## config.mk

```make
export PLATFORM = sky130hd
export DESIGN_NAME = mul_seq_controller
export DESIGN_NICKNAME = d
export VERILOG_FILES = /design/src/rtl/mul_seq_controller.sv
export SDC_FILE = /design/constraint.sdc
export NUM_CORES = 1
export LEC_CHECK = 0
export ABC_AREA = 1
export ABC_CLOCK_PERIOD_IN_PS = 3400
export CORE_AREA = 2 2 40 42
export CTS_BUF_LIST = sky130_fd_sc_hd__clkbuf_4
export CTS_CLUSTER_DIAMETER = 40
export CTS_CLUSTER_SIZE = 30
export DETAILED_ROUTE_END_ITERATION = 16
export DIE_AREA = 0 0 42 44
export PLACE_DENSITY = 0.81
export SETUP_SLACK_MARGIN = 0.2
export SLEW_MARGIN = 20
export SYNTH_ARGS = -nofsm -noshare
export SYNTH_HDL_FRONTEND = slang
export SYNTH_SLANG_ARGS = --single-unit
```

## constraint.sdc

```tcl
create_clock -name clk -period 3.4 [get_ports clk]
set_input_delay 0.85 -clock clk [delete_from_list [all_inputs] [get_ports clk]]
set_output_delay 0.85 -clock clk [all_outputs]
set_load 0.01 [all_outputs]
```

## src/rtl/mul_seq_controller.sv

```systemverilog
// One-hot sequence controller for a shift-add multiplier with start/done handshake and an
// iteration counter. Define MUL_EARLY_EXIT_EN to let S_CHECK exit early on a zero operand.
module mul_seq_controller #(
    parameter int unsigned WIDTH = 8,
    parameter int unsigned SC_W  = 4
) (
    input  logic            clk,
    input  logic            resest,
    input  logic            start,
    input  logic            qa_zero,
    input  logic            qb_zero,
    input  logic            q0,
    output logic [6:0]      y,
    output logic            ld,
    output logic            add_en,
    output logic            shift_en,
    output logic            busy,
    output logic            done,
    output logic [SC_W-1:0] sc
);

    typedef enum logic [6:0] {
        S_IDLE  = 7'b0000001,
        S_LOAD  = 7'b0000010,
        S_CHECK = 7'b0000100,
        S_TEST  = 7'b0001000,
        S_ADD   = 7'b0010000,
        S_SHIFT = 7'b0100000,
        S_DONE  = 7'b1000000
    } state_e;

    logic [6:0]      state_q;
    logic [SC_W-1:0] sc_q;

`ifndef MUL_EARLY_EXIT_EN
    logic unused_zero;
    assign unused_zero = qa_zero ^ qb_zero;
`endif

    always_ff @(posedge clk or negedge resest) begin
        if (!resest) begin
            state_q <= S_IDLE;
            sc_q    <= '0;
        end else begin
            case (state_q)
                S_IDLE: begin
                    if (start) state_q <= S_LOAD;
                end
                S_LOAD: begin
                    sc_q    <= SC_W'(WIDTH);
                    state_q <= S_CHECK;
                end
                S_CHECK: begin
`ifdef MUL_EARLY_EXIT_EN
                    if (qa_zero | qb_zero) state_q <= S_DONE;
                    else                   state_q <= S_TEST;
`else
                    state_q <= S_TEST;
`endif
                end
                S_TEST: begin
                    state_q <= q0 ? S_ADD : S_SHIFT;
                end
                S_ADD: begin
                    state_q <= S_SHIFT;
                end
                S_SHIFT: begin
                    // Saturate at zero; the decrement from 1 is the exit to S_DONE.
                    sc_q    <= (sc_q != '0) ? sc_q - SC_W'(1) : '0;
                    state_q <= (sc_q <= SC_W'(1)) ? S_DONE : S_TEST;
                end
                S_DONE: begin
                    // Early exit leaves sc at WIDTH; clear it on the way back to idle.
                    sc_q    <= '0;
                    state_q <= S_IDLE;
                end
                default: begin
                    state_q <= S_IDLE;
                    sc_q    <= '0;
                end
            endcase
        end
    end

    assign y        = state_q;
    assign ld       = (state_q == S_LOAD);
    assign add_en   = (state_q == S_ADD);
    assign shift_en = (state_q == S_SHIFT);
    assign done     = (state_q == S_DONE);
    assign busy     = (state_q != S_IDLE);
    assign sc       = sc_q;

endmodule

```

==> results.txt, run 1 <==
H-tree depth reported by CTS: 1. The slowest stage of the critical path belongs to the cell sky130_fd_sc_hd__dfstp_2. The floorplan step set the die height to 44 um. Setup repair after global routing left no endpoint under its margin. The core area was 1419 um^2.

The tools report the number of antenna violations at the first check in global routing as 0. The run gives 47.1% as the power share of the combinational group. Cells with a size suffix above 1 make up 23.30% of the layout. The net switching power of the design was 0.2087 mW. Setup violations remaining at the end of the flow were counted as 0. After clock tree synthesis, the flow added hold-fix buffers numbering 0.

The endpoint kind of the worst setup timing path was an output port. The width of the die was 42 um; the XOR/XNOR share of the synthesized area was 1.351%. TritonCTS built the clock tree. For the remaining global-route overflow, the log shows 0. The class of the tightest hold or removal check was register to register.

The portion of synthesized area spent on multiplexers is 0%. The count of placed standard cells in the final layout, fillers left out is 119. The tools report the total number of nets in the final design as 110. The number of nets in the synthesized netlist is 86.

The instance count after placement with tap cells included came out at 115. In this run the mean area of a mapped cell was 8.102 um^2. The detailed placer's ending HPWL was 1.051 mm. Global routing used 16.50% of the available tracks.

The fraction of synthesis flops using an asynchronous set or reset pin is 100.0%, and the max-capacitance violation count is 0. The floorplan step defined a die boundary enclosing 1848 um^2. The synthesized netlist devotes 40.93% of its cell area to simple gates.

The path depth of the worst reg2reg path was 7; the number of antenna cells inserted was 0. No sink is reached through more buffers than the 2 on the longest clock path. The number of flops mapped to enable cells by yosys came out at 0. Gates resized during post-CTS repair numbered 0.

The fraction of the core area covered by cells at the end of the flow is 62.61%, and the antenna violation net count after detailed routing is 0. The synthesized-area fraction occupied by ao, oa, aoi and oai cells works out to 5.792%. The flow ran to the end, and the final reports show no timing, DRC or antenna violations. The setup TNS was 0 ns.

Yosys mapped the design onto 19 distinct sky130hd cell types. For the number of max-slew violations in the final report, the log shows 0. Counting every sink on the clock net gives 11.

Kind of launch point of the worst setup path: a register. For this block, the initial DRC count from the detailed router was 3. The first global-routing pass estimated 2.311 mm of wire.

The peak fanout along the critical path is 4. Data arrival time of the critical path: 1.71 ns. Based on the critical path, the design can be clocked at up to 390.3 MHz. The critical path is of the register to output port type.

The worst pin sits at a relative slew slack of 67.83%. The tools report the share of power burned in the clock network as 18.1%. After synthesis, the largest family of logic cells by area is simple AND/OR/NAND/NOR gates.

Counting instances, the worst hold path has a depth of 2. In the final routed layout, each cell accounts on average for 10.76 um. The number of fill cells in the layout came out at 136. Traced cell by cell, the critical path runs through inv_2 > nor2_2 > nand2_1 > nor2_4 > inv_1 > clkdlybuf4s50_1.

The number of setup buffers added after CTS is 0. Summing over every cut layer, the via total after detailed routing is 553. After detailed routing, the number of remaining DRC violations is 0. The total number of yosys warnings was 0; the final weighted congestion of routability-driven global placement was 0.7374. The peak per-stage delay on the critical path is 0.58 ns. At the worst endpoint, the required time is 2.55 ns.

The pre-antenna-repair detailed-routing pass consisted of 3 iterations. In the synthesized netlist, the number of instances is 80. For the number of global-route vias before repair, the log shows 558. Net switching is 39.35% of the power. Clock-pin slew was measured on the worst setup and hold paths at 0.07 ns. For this design the ratio of total power to cell area is 596.9 nW/um^2.

The sequential share of power came out at 34.8%. Area added between synthesis and finish: 37.07%. The worst-case clock skew is 0.0007604 ns, and the number of flip-flops and latches in the synthesized netlist is 11. The tools report the root buffer cell as sky130_fd_sc_hd__clkbuf_4. The share of the cycle needed by the critical path after routing was 75.36%; the total routed wirelength was 1.280 mm. The analysis attributes to cell leakage a power of 0.4260 nW. The most frequently used flop master after synthesis was sky130_fd_sc_hd__dfrtp_1. The internal portion of the total power is 0.3216 mW. The floorplan has 14 rows.

VDD sags by at most 387.4 uV. The number of vias per cell after detailed routing was 4.647. The hold violation total from the final report is 0, and the adder and majority cell fraction of the synthesized area is 0%. The critical path runs through a total of 6 cells. The family with the most delay on the worst path was buffers and inverters.

The initial utilization of the core area, before any placement, comes to 45.68%. The logs give 22 for the top-level I/O count and 0.26 ns for the clock latency on the worst-skew pair. The number of buffers and inverters on the critical path is 3.

After synthesis, flip-flops and latches occupy 42.66% of the total area. The slew at the pin with the worst max-slew slack was 0.4810 ns; the number of CTS-inserted buffers was 3. The synthesized area was 648.1 um^2; the number of input and output port buffers inserted was 19. Largest net degree at the start of global routing: 12. After layout, the minimum clock period comes to 2.562 ns.
==> cells in the mapped netlist, types with 2 or more instances <==
cell type | count | area (um^2)
sky130_fd_sc_hd__nor2_1 | 9 | 33.78
sky130_fd_sc_hd__a21oi_1 | 2 | 10.01
sky130_fd_sc_hd__inv_2 | 5 | 18.77
sky130_fd_sc_hd__nor2_4 | 6 | 67.56
sky130_fd_sc_hd__inv_1 | 11 | 41.29
sky130_fd_sc_hd__nand2_1 | 16 | 60.06
sky130_fd_sc_hd__o22ai_1 | 2 | 12.51
sky130_fd_sc_hd__dfrtp_1 | 10 | 250.2
sky130_fd_sc_hd__nor2_2 | 5 | 31.28
sky130_fd_sc_hd__nand3_1 | 5 | 25.02
==> metal layers <==
layer  track usage, %  share of wire (%)
met5                0                  0
met4            9.677               0.63
met3            1.250                2.6
met2            27.50                 52
met1            21.15                 45
==> through the flow <==
step           power [mW]  setup WS [ns]  hold WS [ns]  cell area, um^2
3_5_place_dp       0.4409          1.121        0.5303            858.3
2_1_floorplan      0.3449          1.506        0.5353            648.1
3_3_place_gp       0.4330          1.134        0.5220            858.3
4_1_cts            0.5366         0.8274        0.5460            888.4
5_1_grt            0.5661         0.7357        0.5846            888.4
6_report           0.5303         0.8376        0.5412            888.4
==> registers in the layout, indices dropped and copies added (netlist names) <==
name,flops
y,7
sc,4
==> cells in the final DEF, fill, tap and decap left out <==
| cell | instances |
|---|---|
| sky130_fd_sc_hd__clkdlybuf4s50_1 | 19 |
| sky130_fd_sc_hd__nand2_1 | 16 |
| sky130_fd_sc_hd__inv_1 | 11 |
| sky130_fd_sc_hd__dfrtp_1 | 10 |
| sky130_fd_sc_hd__nor2_1 | 9 |
| sky130_fd_sc_hd__nor2_4 | 6 |
| sky130_fd_sc_hd__inv_2 | 5 |
| sky130_fd_sc_hd__nand3_1 | 5 |
| sky130_fd_sc_hd__nor2_2 | 5 |
| sky130_fd_sc_hd__clkbuf_4 | 4 |
| sky130_fd_sc_hd__o22ai_1 | 2 |
| sky130_fd_sc_hd__a21oi_1 | 2 |
| sky130_fd_sc_hd__nand2_4 | 1 |
| sky130_fd_sc_hd__nand3_4 | 1 |
| sky130_fd_sc_hd__nor4_1 | 1 |
| sky130_fd_sc_hd__nand2_2 | 1 |
| sky130_fd_sc_hd__or2_1 | 1 |
| sky130_fd_sc_hd__xor2_1 | 1 |
| sky130_fd_sc_hd__o211ai_1 | 1 |
| sky130_fd_sc_hd__a21boi_0 | 1 |
| sky130_fd_sc_hd__dfstp_2 | 1 |
==> cells by family (layout without fill, tap and decap cells) <==
| family | count (synthesis) | in the layout |
|---|---|---|
| and+or+nand+nor | 46 | 46 |
| buffers and inverters | 16 | 39 |
| xor gates and xnor gates | 1 | 1 |
| DFF | 11 | 11 |
| AOI/OAI and AO/OA | 6 | 6 |
==> power by group through the flow <==
| stage | clock network, mW | logic (mW) | registers (mW) |
|---|---|---|---|
| floorplan | 0 | 0.151 | 0.194 |
| global placement | 0 | 0.247 | 0.186 |
| detailed placement | 0 | 0.253 | 0.188 |
| CTS | 0.0979 | 0.254 | 0.185 |
| global route | 0.105 | 0.274 | 0.187 |
| finish | 0.0959 | 0.250 | 0.185 |
==> path summary, 6_finish.rpt <==
| check | start | end | slack, ns |
|---|---|---|---|
| worst min register to register | sc[3]$_DFFE_PN0N_ | sc[3]$_DFFE_PN0N_ | 0.54 |
| worst min-delay path | sc[3]$_DFFE_PN0N_ | sc[3]$_DFFE_PN0N_ | 0.54 |
| min in group asynchronous | resest | y[1]$_DFFE_PN0P_ | 0.91 |
| worst max-delay path | y[0]$_DFFE_PN1P_ | busy | 0.84 |
| max in group asynchronous | resest | y[0]$_DFFE_PN1P_ | 2.14 |
| worst max register to register | y[0]$_DFFE_PN1P_ | sc[0]$_DFFE_PN0N_ | 2.15 |
==> final cells by class <==
| type | instances | area (um^2) | area share [%] |
|---|---|---|---|
| clock buffer | 4 | 30.03 | 3.380 |
| inverter | 16 | 60.06 | 6.761 |
| timing repair buffer | 19 | 190.2 | 21.41 |
| sequential | 11 | 276.5 | 31.13 |
| tap | 16 | 20.02 | 2.254 |
| multi-input combinational | 53 | 311.5 | 35.07 |
==> worst reg2reg max path: stages (launching register included) <==
cell and delay (ns):
sky130_fd_sc_hd__dfstp_2 0.58, sky130_fd_sc_hd__nor2_4 0.06, sky130_fd_sc_hd__nand2_4 0.11, sky130_fd_sc_hd__nor2_4 0.05, sky130_fd_sc_hd__nor2_2 0.13, sky130_fd_sc_hd__nand2_2 0.09, sky130_fd_sc_hd__nand2_1 0.06, sky130_fd_sc_hd__nand2_1 0.05
(Power assumes the default switching activity.)
==> run 2: changes to the inputs <==
Settings changed: ABC_CLOCK_PERIOD_IN_PS 3400 to 2100, CORE_AREA 2 2 40 42 to 2 2 43 45, DIE_AREA 0 0 42 44 to 0 0 45 47, PLACE_DENSITY 0.81 to 0.74.
Clock period 3.4 ns to 2.1 ns, I/O delays scaled along.
==> run 2 against run 1 <==
Against the previous run: clock power grew 58%; critical endpoint unchanged; routed wire length grew 20%; sequential share of layout area shrank 2.4 points; register-to-register slack lost 1.4 ns; non-clock buffer count grew 8; total power grew 80%; largest cell class unchanged; setup slack lost 0.62 ns.
==> results.txt, run 2 (synthesis results as in run 1) <==
Number of flip-flops in the largest register: 7 (unchanged). In this run the worst setup path terminates at busy. The tools report the core area as 1652 um^2 (+16%). The number of vias per cell after detailed routing works out to 4.742 (+2.0%). The global-route usage over all layers was 16.16% (-0.35 points). Slew at the pin with the worst max-slew slack: 0.5277 ns (+0.04668 ns). The hold path startpoint is sc[3]$_DFFE_PN0N_. The number of iterations in the first detailed-routing pass was 4 (+1).

Setup repair after global routing could not meet its margin everywhere. The area enclosed by the die boundary is 2115 um^2 (+14%). The instance count after placement with tap cells included was 116 (+0.87%); the remaining global-route overflow was 0 (unchanged). The data required time at the worst endpoint came out at 1.57 ns (-0.98 ns). In this run the critical register-to-register path is captured at sc[2]$_DFFE_PN0N_.

The run gives 1.539 mm (+20%) as the total routed wirelength. The worst path in the final design needs a cycle of 1.885 ns, including I/O delays and setup. The run finished with clean final reports.

The maximum achievable frequency came out at 530.5 MHz. The total number of nets in the final design is 118 (+7.3%), and the path depth of the worst reg2reg path is 9 (+2). The first-pass GRT wire length was 2.421 mm (+4.8%); the number of antenna violations at the first check in global routing was 0 (unchanged). The max-slew headroom at the worst pin was 64.71% (-3.1 points); the largest net degree at the start of global routing was 12 (unchanged). The tools report the worst reg2reg path startpoint as y[0]$_DFFE_PN1P_.

The run gives 0 (unchanged) as the final setup violation count. The startpoint-to-endpoint class of the critical path was register to output port. The static leakage power was 0.5105 nW (+20%); the die height was 47 um (+6.8%).

The antenna violation net count after detailed routing was 0 (unchanged); the peak fanout along the critical path was 4 (unchanged). The width of the die works out to 45 um (+7.1%). The starting utilization of the core area was 39.24% (-6.4 points); the max-capacitance violation count was 0 (unchanged). The critical path starts at y[0]$_DFFE_PN1P_.

Final routed wire length divided by cell count: 12.02 um (+12%). The internal reg-to-reg setup slack came out at 0.73 ns (-1.42 ns). The hold violation total from the final report was 0 (unchanged); the share of the cycle needed by the critical path after routing was 89.76%. The share of layout cells above drive strength 1 is 35.14% (+12 points), and the post-route DRC violation count is 0 (unchanged).

The number of rows in the core area was 15 (+1). The top cell types in the final layout, fill and taps aside, are 15 x sky130_fd_sc_hd__nand2_1, 11 x sky130_fd_sc_hd__clkdlybuf4s50_1, 10 x sky130_fd_sc_hd__inv_1, 10 x sky130_fd_sc_hd__dfrtp_1, 9 x sky130_fd_sc_hd__nor2_1. The class of the tightest hold or removal check was register to register. The run gives 0 (unchanged) as the number of antenna cells inserted. The logs give 1 (unchanged) for the H-tree depth reported by CTS and 155 (+14%) for the number of fill cells in the layout.

The tools report the maximum VDD drop as 545.7 uV (+41%). The tools report the root buffer cell as sky130_fd_sc_hd__clkbuf_4. The clock slew seen by the registers of the worst setup and hold paths came out at 0.07 ns (about the same). The run gives 0.002815 ns (+0.002054 ns) as the worst-case clock skew. The tools report the setup TNS as 0 ns (unchanged). For the data arrival time of the critical path, the log shows 1.36 ns (-0.35 ns). For the count of placed standard cells in the final layout, fillers left out, the log shows 128 (+7.6%). The worst setup path is launched from a register.

Final weighted congestion of routability-driven global placement: 0.7777 (+5.5%). The overall via count from detail_route is 607 (+9.8%), and the total chip power is 0.9556 mW (+80%). The tools report the detailed placer's ending HPWL as 1.081 mm (+2.9%). For the top-level I/O count, the log shows 22 (unchanged).

TritonCTS built the clock tree. For the number of buffers between clock root and the deepest sink, the log shows 2 (unchanged). Leaving out fill and tap cells, the most frequent cell in the layout is sky130_fd_sc_hd__nand2_1. The tools report the final design instance area without fill as 963.4 um^2 (+8.5%). For the number of global-route vias before repair, the log shows 596 (+6.8%). The number of input and output port buffers inserted is 19 (unchanged), and the number of max-slew violations in the final report is 0 (unchanged). The power per cell area works out to 991.9 nW/um^2 (+66%). The endpoint kind of the worst setup timing path was an output port.

The instance area at placement came out at 859.6 um^2 (+0.15%). For the number of DRC markers in iteration 0, the log shows 11 (+8). The fraction of the core area covered by cells at the end of the flow was 58.33% (-4.3 points). Area added between synthesis and finish: 48.65%.

The number of CTS-inserted buffers is 3 (unchanged). The clock latency on the worst-skew pair is 0.26 ns (about the same), and the clock sink count is 11 (unchanged).
==> run 2: final cells by class <==
type | count | area (um^2) | share of cell area [%]
Inverter | 16 | 60.06 | 6.234
Timing Repair Buffer | 27 | 250.2 | 25.97
Clock buffer | 4 | 30.03 | 3.117
Multi-Input combinational cell | 53 | 325.3 | 33.77
Sequential cell | 11 | 276.5 | 28.70
Tap cell | 17 | 21.27 | 2.208
==> run 2: metal layers <==
layer | vias to the layer above | GRT usage, % | part of all wire (%)
met2 | 21 | 26.86 | 52
met3 | 4 | 3.462 | 5.8
met5 | - | 0 | 0
met1 | 278 | 19.10 | 41
met4 | 0 | 10.00 | 1.2
li1 | 304 | - | -
==> run 2: worst min path at each step <==
stage	end	depth (start not counted)
floorplan	sc[0]$_DFFE_PN0N_	0
global placement	sc[3]$_DFFE_PN0N_	2
detailed placement	sc[3]$_DFFE_PN0N_	2
CTS	sc[3]$_DFFE_PN0N_	2
global route	sc[3]$_DFFE_PN0N_	2
finish	sc[3]$_DFFE_PN0N_	2
==> run 2: per-stage QoR <==
step | hold slack [ns] | setup slack, ns
after floorplan | 0.2294 | 0.5307
after global placement | 0.5165 | 0.1626
after detailed placement | 0.5255 | 0.1131
after CTS | 0.5466 | 0.1027
after global routing | 0.5804 | 0.1679
final | 0.5326 | 0.2150
==> run 2: worst max-delay path: stages, from the launching register on <==
cell,delay [ns]
sky130_fd_sc_hd__dfstp_2,0.58
sky130_fd_sc_hd__inv_2,0.04
sky130_fd_sc_hd__nor2_2,0.12
sky130_fd_sc_hd__nand2_2,0.07
sky130_fd_sc_hd__nor2_4,0.11
sky130_fd_sc_hd__inv_2,0.06
sky130_fd_sc_hd__buf_6,0.12
==> run 2: power by group <==
part | switching (mW) | total [mW] | internal, mW
registers | 0.0382 | 0.290 | 0.252
clock network | 0.0656 | 0.152 | 0.0863
logic | 0.276 | 0.513 | 0.237
total | 0.380 | 0.956 | 0.575
==> run 2: repair_timing <==
action | in CTS | in global routing
buffers inserted | 5 | 3
pin swaps | 2 | 3
hold buffers | 0 | 0
gates resized for setup | 10 | 13
setup endpoints to repair | 6 | 7
==> run 3: changes to the inputs <==
Settings changed: RECOVER_POWER set to 25.
==> run 3 against run 2 <==
Against the previous run: setup slack is essentially flat; via count did not move; cell area unchanged; clock-buffer cell count unchanged; clock power about the same; sequential share of layout area stayed put; worst hold slack better by 0.0020 ns; critical endpoint unchanged; largest cell class unchanged.
==> results.txt, run 3 (synthesis results as in run 1) <==
The run finished with clean final reports. The slew at the pin with the worst max-slew slack was 0.5329 ns (+0.005163 ns). STA classifies the critical path startpoint as a register. The share of layout cells above drive strength 1 works out to 35.14% (unchanged). The worst-case clock skew is 0.002826 ns (+0.00001122 ns). STA classifies the critical path endpoint as an output port. The number of max-slew violations in the final report was 0 (unchanged). The number of iterations in the first detailed-routing pass was 4 (unchanged). The tools report the first-pass GRT wire length as 2.421 mm (unchanged). The area enclosed by the die boundary was 2115 um^2 (unchanged).

The starting utilization of the core area is 39.24% (unchanged). Hold violation total from the final report: 0 (unchanged). The tools report the detailed placer's ending HPWL as 1.081 mm (unchanged). The data required time at the worst endpoint came out at 1.57 ns (about the same).

The tools report the static leakage power as 0.5107 nW (about the same). The overall via count from detail_route is 607 (unchanged). The total number of nets in the final design is 118 (unchanged), and the number of fill cells in the layout is 155 (unchanged). The area added between synthesis and finish came out at 48.65% (unchanged). The run gives 3 (unchanged) as the number of CTS-inserted buffers. The width of the die came out at 45 um (unchanged). The tools report the core area as 1652 um^2 (unchanged). For the top-level I/O count, the log shows 22 (unchanged). The power per cell area is 991.8 nW/um^2 (about the same), and the number of antenna cells inserted is 0 (unchanged). Final routed wire length divided by cell count: 12.02 um (unchanged). Setup TNS: 0 ns (unchanged).

TritonCTS built the clock tree. The run gives 0 (unchanged) as the final setup violation count. For the number of buffers between clock root and the deepest sink, the log shows 2 (unchanged). The number of input and output port buffers inserted works out to 19 (unchanged). The library cell used most frequently in the layout, excluding fill and tap cells, is sky130_fd_sc_hd__nand2_1. The tools report the data arrival time of the critical path as 1.36 ns (about the same). Setup repair after global routing could not meet its margin everywhere.

The number of vias per cell after detailed routing is 4.742 (unchanged). The post-route minimum period is 1.885 ns (+0.00003200 ns), and the number of flip-flops in the largest register is 7 (unchanged). The final weighted congestion of routability-driven global placement was 0.7777 (unchanged); the global-route usage over all layers was 16.16% (unchanged). The number of antenna violations at the first check in global routing came out at 0 (unchanged). The H-tree depth reported by CTS is 1 (unchanged), and the max-slew headroom at the worst pin is 64.36% (-0.35 points). The clock slew seen by the registers of the worst setup and hold paths was 0.07 ns (about the same); the post-route DRC violation count was 0 (unchanged). The run gives 11 (unchanged) as the number of DRC markers in iteration 0. The largest net degree at the start of global routing is 12 (unchanged). The antenna violation net count after detailed routing was 0 (unchanged); the number of global-route vias before repair was 596 (unchanged). The maximum VDD drop came out at 546.2 uV (+0.11%). The total routed wirelength was 1.539 mm (unchanged). The top cell types in the final layout, fill and taps aside, are 15 x sky130_fd_sc_hd__nand2_1, 10 x sky130_fd_sc_hd__inv_1, 10 x sky130_fd_sc_hd__clkdlybuf4s50_1, 10 x sky130_fd_sc_hd__dfrtp_1, 9 x sky130_fd_sc_hd__nor2_1.

In this run the clock root is driven by a sky130_fd_sc_hd__clkbuf_4. The max-capacitance violation count was 0 (unchanged); the share of the cycle needed by the critical path after routing was 89.77% (about the same). By startpoint and endpoint, the worst setup path is classified as register to output port.

The clock latency on the worst-skew pair is 0.26 ns (about the same). The worst-case hold slack is 0.5347 ns (+0.002048 ns), and the die height is 47 um (unchanged). The number of rows in the core area came out at 15 (unchanged). The remaining global-route overflow is 0 (unchanged), and the maximum achievable frequency is 530.5 MHz (about the same). The class of the tightest hold or removal check was register to register. The clock sink count is 11 (unchanged), and the peak fanout along the critical path is 4 (unchanged).
run 3: layer usage:
layer / vias up / track usage, % / routed length (um)
li1: 304 / - / -
met1: 278 / 19.10 / 628
met2: 21 / 26.86 / 800
met3: 4 / 3.462 / 90
met4: 0 / 10.00 / 19
met5: - / 0 / 0
run 3: layout make-up:
cell class | instances | area (um^2) | share of cell area [%]
clock buffer | 4 | 30.03 | 3.117
inverter | 16 | 60.06 | 6.234
multi-input combinational | 53 | 325.3 | 33.77
sequential | 11 | 276.5 | 28.70
tap | 17 | 21.27 | 2.208
timing repair buffer | 27 | 250.2 | 25.97
run 3: repair_timing:
item / 4_1_cts / 5_1_grt
hold buffers: 0 / 0
endpoints found under the setup margin: 6 / 7
cloned: 0 / 0
pin swaps: 2 / 3
buffers inserted: 5 / 3
resized for setup: 10 / 13
run 3: path summary, 6_finish.rpt:
kind,startpoint,endpoint,slack (ns),cells past startpoint
worst max-delay path,y[0]$_DFFE_PN1P_,busy,0.21,6
worst min-delay path,sc[3]$_DFFE_PN0N_,sc[3]$_DFFE_PN0N_,0.53,2
worst max register to register,y[0]$_DFFE_PN1P_,sc[2]$_DFFE_PN0N_,0.73,9
worst min register to register,sc[3]$_DFFE_PN0N_,sc[3]$_DFFE_PN0N_,0.53,2
max in group asynchronous,resest,y[0]$_DFFE_PN1P_,1.06,1
min in group asynchronous,resest,y[2]$_DFFE_PN0P_,0.68,1
run 3: where the power goes:
part | leakage (nW) | switching (mW) | total [mW] | internal (mW)
logic | 0.344 | 0.277 | 0.513 | 0.236
clock network | 0.0184 | 0.0657 | 0.152 | 0.0863
registers | 0.148 | 0.0383 | 0.291 | 0.252
total | 0.511 | 0.381 | 0.956 | 0.575
run 3: per-stage QoR:
stage	power, mW	util (%)	instances	setup WS, ns	instance area [um^2]
finish	0.9555	58.33	128	0.2149	963.4
floorplan	0.5584	-	80	0.5307	648.1
detailed placement	0.7127	52.05	116	0.1131	859.6
global placement	0.7032	52.05	116	0.1626	859.6
global route	1.020	58.33	128	0.1679	963.4
CTS	0.9132	55.98	125	0.1027	924.6
run 3: critical path, cell delays in order (launching register included):
cell	delay (ns)
sky130_fd_sc_hd__dfstp_2	0.58
sky130_fd_sc_hd__inv_2	0.04
sky130_fd_sc_hd__nor2_2	0.12
sky130_fd_sc_hd__nand2_2	0.07
sky130_fd_sc_hd__nor2_4	0.11
sky130_fd_sc_hd__inv_2	0.06
sky130_fd_sc_hd__buf_6	0.12
